<file path="config.mk">
export PLATFORM = sky130hd
export DESIGN_NAME = axi_lite_regbank
export DESIGN_NICKNAME = d
export VERILOG_FILES = /design/src/rtl/axi_lite_pkg.sv /design/src/rtl/axi_lite_addr_dec.sv /design/src/rtl/axi_lite_regbank.sv
export SDC_FILE = /design/constraint.sdc
export NUM_CORES = 1
export LEC_CHECK = 0
export BUFFER_PORTS_ARGS = -buffer_cell sky130_fd_sc_hd__buf_2
export CORE_ASPECT_RATIO = 0.75
export CORE_UTILIZATION = 55
export DETAILED_ROUTE_END_ITERATION = 16
export GPL_ROUTABILITY_DRIVEN = 1
export MAX_ROUTING_LAYER = met4
export PLACE_DENSITY = 0.82
export REMOVE_ABC_BUFFERS = 1
export SLEW_MARGIN = 10
export SYNTH_ARGS = -nofsm -noshare
export SYNTH_HDL_FRONTEND = slang
export SYNTH_SLANG_ARGS = --single-unit
</file>
<file path="constraint.sdc">
create_clock -name aclk -period 20 [get_ports aclk]
set_input_delay 1 -clock aclk [delete_from_list [all_inputs] [get_ports aclk]]
set_output_delay 1 -clock aclk [all_outputs]
set_load 0.03 [all_outputs]
</file>
<file path="src/rtl/axi_lite_pkg.sv">
// Shared AXI-Lite response codes and register-bank FSM state types.
package axi_lite_pkg;

  localparam logic [1:0] RESP_OKAY   = 2'b00;
  localparam logic [1:0] RESP_SLVERR = 2'b10;
  localparam logic [1:0] RESP_DECERR = 2'b11;

  typedef enum logic {W_IDLE, W_RESP} w_state_e;
  typedef enum logic {R_IDLE, R_DATA} r_state_e;

endpackage

</file>
<file path="src/rtl/axi_lite_addr_dec.sv">
// Maps a byte address onto a register index; flags addresses outside the bank.
module axi_lite_addr_dec #(
  parameter int unsigned           ADDR_WIDTH = 32,
  parameter logic [ADDR_WIDTH-1:0] BASE_ADDR  = ADDR_WIDTH'(32'hFFFF_0000),
  parameter int unsigned           STRB_WIDTH = 4,
  parameter int unsigned           NUM_REGS   = 8,
  localparam int unsigned          IDX_W      = (NUM_REGS > 1) ? $clog2(NUM_REGS) : 1
) (
  input  logic [ADDR_WIDTH-1:0] addr_i,
  output logic                  hit_c_o,
  output logic [IDX_W-1:0]      idx_c_o
);

  localparam int unsigned LSB_W = $clog2(STRB_WIDTH);

  logic [ADDR_WIDTH-1:0] offset;
  logic [ADDR_WIDTH-1:0] word;

  // Byte offset from the bank base, then word index; sub-word bits drop out in the shift.
  always_comb begin
    offset  = addr_i - BASE_ADDR;
    word    = offset >> LSB_W;
    hit_c_o = (addr_i >= BASE_ADDR) && (word < ADDR_WIDTH'(NUM_REGS));
    idx_c_o = IDX_W'(word);
  end

endmodule

</file>
<file path="src/rtl/axi_lite_regbank.sv">
// AXI-Lite slave register bank with per-register read-only mask and write strobes.
module axi_lite_regbank
  import axi_lite_pkg::*;
#(
  parameter int unsigned           ADDR_WIDTH = 32,
  parameter logic [ADDR_WIDTH-1:0] BASE_ADDR  = ADDR_WIDTH'(32'hFFFF_0000),
  parameter int unsigned           DATA_WIDTH = 32,
  parameter int unsigned           STRB_WIDTH = DATA_WIDTH / 8,
  parameter int unsigned           NUM_REGS   = 8,
  parameter logic [NUM_REGS-1:0]   RO_MASK    = '0
) (
  input  logic                           aclk,
  input  logic                           arst,
  input  logic                           awvalid,
  input  logic [ADDR_WIDTH-1:0]          awaddr,
  output logic                           awready,
  input  logic                           wvalid,
  input  logic [DATA_WIDTH-1:0]          wdata,
  input  logic [STRB_WIDTH-1:0]          wstrb,
  output logic                           wready,
  input  logic                           bready,
  output logic                           bvalid,
  output logic [1:0]                     bresp,
  input  logic                           arvalid,
  input  logic [ADDR_WIDTH-1:0]          araddr,
  output logic                           arready,
  input  logic                           rready,
  output logic                           rvalid,
  output logic [DATA_WIDTH-1:0]          rdata,
  output logic [1:0]                     rresp,
  output logic [NUM_REGS*DATA_WIDTH-1:0] regs_o,
  output logic [NUM_REGS-1:0]            wr_pulse_o
);

  localparam int unsigned IDX_W = (NUM_REGS > 1) ? $clog2(NUM_REGS) : 1;

  w_state_e              w_state_q;
  r_state_e              r_state_q;
  logic [DATA_WIDTH-1:0] regs_q [NUM_REGS];
  logic                  bvalid_q;
  logic [1:0]            bresp_q;
  logic                  rvalid_q;
  logic [1:0]            rresp_q;
  logic [DATA_WIDTH-1:0] rdata_q;
  logic [NUM_REGS-1:0]   wr_pulse_q;

  logic                  aw_hs_c;
  logic                  ar_hs_c;
  logic                  w_hit_c;
  logic                  r_hit_c;
  logic [IDX_W-1:0]      w_idx_c;
  logic [IDX_W-1:0]      r_idx_c;
  logic [1:0]            w_resp_c;

  // Readies are combinational so a held request is taken in the same cycle (2-cycle throughput).
  assign aw_hs_c = !arst && (w_state_q == W_IDLE) && awvalid && wvalid;
  assign ar_hs_c = !arst && (r_state_q == R_IDLE) && arvalid;

  assign awready    = aw_hs_c;
  assign wready     = aw_hs_c;
  assign arready    = ar_hs_c;
  assign bvalid     = bvalid_q;
  assign bresp      = bresp_q;
  assign rvalid     = rvalid_q;
  assign rresp      = rresp_q;
  assign rdata      = rdata_q;
  assign wr_pulse_o = wr_pulse_q;

  axi_lite_addr_dec #(
    .ADDR_WIDTH (ADDR_WIDTH),
    .BASE_ADDR  (BASE_ADDR),
    .STRB_WIDTH (STRB_WIDTH),
    .NUM_REGS   (NUM_REGS)
  ) u_wr_dec (
    .addr_i  (awaddr),
    .hit_c_o (w_hit_c),
    .idx_c_o (w_idx_c)
  );

  axi_lite_addr_dec #(
    .ADDR_WIDTH (ADDR_WIDTH),
    .BASE_ADDR  (BASE_ADDR),
    .STRB_WIDTH (STRB_WIDTH),
    .NUM_REGS   (NUM_REGS)
  ) u_rd_dec (
    .addr_i  (araddr),
    .hit_c_o (r_hit_c),
    .idx_c_o (r_idx_c)
  );

  // Write response classification: decode miss beats read-only.
  always_comb begin
    w_resp_c = RESP_OKAY;
    if (!w_hit_c) begin
      w_resp_c = RESP_DECERR;
    end else if (RO_MASK[w_idx_c]) begin
      w_resp_c = RESP_SLVERR;
    end
  end

  // Write channel FSM: accept, then hold the response until bready.
  always_ff @(posedge aclk or posedge arst) begin
    if (arst) begin
      w_state_q  <= W_IDLE;
      bvalid_q   <= 1'b0;
      bresp_q    <= RESP_OKAY;
      wr_pulse_q <= '0;
    end else begin
      wr_pulse_q <= '0;
      case (w_state_q)
        W_IDLE: begin
          if (aw_hs_c) begin
            w_state_q <= W_RESP;
            bvalid_q  <= 1'b1;
            bresp_q   <= w_resp_c;
            if (w_resp_c == RESP_OKAY) begin
              wr_pulse_q <= NUM_REGS'(1) << w_idx_c;
            end
          end
        end
        W_RESP: begin
          if (bready) begin
            w_state_q <= W_IDLE;
            bvalid_q  <= 1'b0;
          end
        end
        default: w_state_q <= W_IDLE;
      endcase
    end
  end

  // Register storage: byte-lane merge on an accepted OKAY write.
  always_ff @(posedge aclk or posedge arst) begin
    if (arst) begin
      for (int unsigned i = 0; i < NUM_REGS; i++) begin
        regs_q[i] <= '0;
      end
    end else if (aw_hs_c && (w_resp_c == RESP_OKAY)) begin
      for (int unsigned k = 0; k < STRB_WIDTH; k++) begin
        if (wstrb[k]) begin
          regs_q[w_idx_c][k*8 +: 8] <= wdata[k*8 +: 8];
        end
      end
    end
  end

  // Read channel FSM: capture data at acceptance (pre-write value), hold until rready.
  always_ff @(posedge aclk or posedge arst) begin
    if (arst) begin
      r_state_q <= R_IDLE;
      rvalid_q  <= 1'b0;
      rresp_q   <= RESP_OKAY;
      rdata_q   <= '0;
    end else begin
      case (r_state_q)
        R_IDLE: begin
          if (ar_hs_c) begin
            r_state_q <= R_DATA;
            rvalid_q  <= 1'b1;
            rresp_q   <= r_hit_c ? RESP_OKAY : RESP_DECERR;
            rdata_q   <= r_hit_c ? regs_q[r_idx_c] : '0;
          end
        end
        R_DATA: begin
          if (rready) begin
            r_state_q <= R_IDLE;
            rvalid_q  <= 1'b0;
          end
        end
        default: r_state_q <= R_IDLE;
      endcase
    end
  end

  // Flattened register view.
  for (genvar gi = 0; gi < NUM_REGS; gi++) begin : g_flat
    assign regs_o[gi*DATA_WIDTH +: DATA_WIDTH] = regs_q[gi];
  end

endmodule

</file>
==> out/results.ini <==
[status]
status=finished, final reports clean

[power_and_ir_drop]
p_int_w=0.000981
pwr-share-clk_pct=46.5
vdd_drop_max_uv=73.7
p_switching_w=0.000277
comb_power_share_pct=4.8
p_leak_nw=9.30
pwr-share-seq_pct=48.7
p_per_area_nw_per_um2=74.5
switching_share_pct=22.1

[floorplanning]
dieArea_um2=25100
pin_count=412
fp.dieH_um=138
start_util_pct=56.2
row_count=49
die_w_um=183
core_area_um2=24000

[critical_path]
endpoint_kind=flip-flop
path_class=in2reg
path_max_fanout=28
cp-start-kind=input port
cp.arrival_ps=4000
rrSetupSlack_ps=16790
cp.required_ps=20420

[clocking]
cts_tree=built
cts_sinks=302
clk_path_buf_depth=3
root_buffer=clkbuf_16
cts_made_buffers=30
cts_resized=0
insertion_delay_ps=540
post_cts_buffers=0
hold_buffers=0
path_clk_slew_ps=60
cts-htree-levels=1

[sta]
period_needed_ps=3580
rsz0062_at_grt=no
fin_ws_ps=16420
slew_headroom_pct=31.8
final_hold_viol_count=0
fmax_ghz=0.279
fin_tns_setup_ps=0
timing.final.crit_share_pct=17.9
fin_skew_ps=7.73
setup_violations=0
worstMarginPinSlew_ps=1020
final_max_slew_viol_count=0

[finish]
finalNetCount=1402
largest_reg_flops=256
syn_to_final_growth_pct=25.5
drive_gt1_share_pct=60.3
stdcell_count=1654

[global_routing]
overflow=0
grt_pass1_vias=10000
grt_pass1_wl_mm=58.6
grt.total_usage_pct=32.3
antenna_found_initial=4
grt_max_degree=157

[job]
cap_viol_max_count=0

[place]
hpwl_mm=26.5
portBuffers=407
place_ws_ps=15990
place.gp.congestion=0.823
place_inst=1594

[drt]
routed_wl_mm=39.7
wl_per_cell_um=24.0
firstDrtPassIters=5
vias_per_cell=5.90
drt-initial-drc-count=616
drc=0
ant_nets=0
via_count=9758

[logic_synthesis]
ys_seq_elements=302
yosysUniqueCellTypes=32
yosysWarnings=0
synth_top_area_share_pct=56.1
syn-instance-count=894
synthTopCellsByArea=dfrtp_1 (56%), mux2_2 (21%), mux4_2 (11%)
synth.avg_cell_area_um2=15.1
ys_seq_area_share_pct=56.1
synth_area_leader_cell=dfrtp_1
synth_area_um2=13500

[min_path]
hp-class=reg2reg

==> layout by cell type (no fill, tap or decap), types with 5 or more instances in the layout <==
cell         n
clkbuf_16   31
dfrtp_1    302
nand4_1     31
nor2_1      28
nand2b_1     6
mux2i_1     32
buf_2      405
clkbuf_8     8
nor4_4       5
buf_4       10
mux2_2     253
mux4_2      64
o21ai_0     33
nor3_1      10
nand2_1     42
nand3_1      7
clkinv_2    10
==> cell type report <==
class	instances	area, µm²
Timing Repair Buffer	416	2120
Fill cell	1679	7080
Inverter	5	26.3
Clock inverter	13	140
Tap cell	331	414
Multi-Input combinational cell	540	5720
Antenna cell	4	10.0
Sequential cell	302	7560
Clock buffer	43	901
==> worst max-delay path: stages <==
cell and delay (ps):
buf_2 100, nor4b_1 610, and3_1 900, nand4_1 850, mux2_2 540
==> path summary, 6_finish.rpt <==
kind,startpoint,to,cells after the start
setup / recovery,awaddr[12],regs_o[91],5
setup reg to reg,w_state_q,regs_o[91],5
max in group asynchronous,arst,regs_o[112],3
min in group asynchronous,arst,regs_o[159],2
hold reg to reg,rdata[27],rdata[27],2
hold / removal,rdata[27],rdata[27],2
==> routing by layer <==
layer,track usage (%),wire length (µm),vias up
met3,7.53,3100,95
met4,10.4,1170,0
met5,-,0,-
li1,-,-,4176
met1,39.7,15500,5080
met2,53.6,19900,407
==> cell families after synthesis <==
group | after synthesis | share of synthesized area, %
compound gates | 40 | 1.59
flops | 302 | 56.1
mux | 352 | 34.5
simple gates | 148 | 6.20
buf+inv | 52 | 1.60
==> synthesized netlist by cell type <==
cell type,instances
nor3b_1,1
nor4_1,6
mux4_2,64
nor4b_1,1
or4_1,3
and4_1,3
buf_2,4
o2111ai_1,1
buf_1,12
a21o_1,1
nand4_1,31
buf_4,4
inv_1,5
nor4_4,5
mux2_2,253
nand2_1,42
dfrtp_1,302
or3b_2,1
or4bb_1,1
nand2b_1,6
nor4bb_1,1
o21ai_0,33
and4b_1,1
mux2_1,3
and3_1,1
nor2_1,28
nand3_1,7
nor3_1,10
clkbuf_1,27
a21oi_1,2
mux2i_1,32
o21a_1,3
==> power by group through the flow <==
stage / Clock [W] / Combinational, W / Sequential (W)
finish: 0.000585 / 0.0000602 / 0.000613
detailed placement: 0 / 0.0000608 / 0.000624
floorplan: 0 / 0.0000226 / 0.000626
CTS: 0.000592 / 0.0000610 / 0.000613
global placement: 0 / 0.0000596 / 0.000624
global route: 0.000614 / 0.0000661 / 0.000613
==> per-stage QoR <==
step / util (%) / power [W] / area, µm² / hold slack (ps)
2_1_floorplan: - / 0.000649 / 13300 / 441
3_3_place_gp: 66.1 / 0.000684 / 15800 / 456
3_5_place_dp: 66.1 / 0.000685 / 15800 / 465
4_1_cts: 70.4 / 0.00127 / 16900 / 479
5_1_grt: 70.5 / 0.00129 / 16900 / 505
6_report: 70.5 / 0.00126 / 16900 / 471
Power figures use the tool's default switching activity.
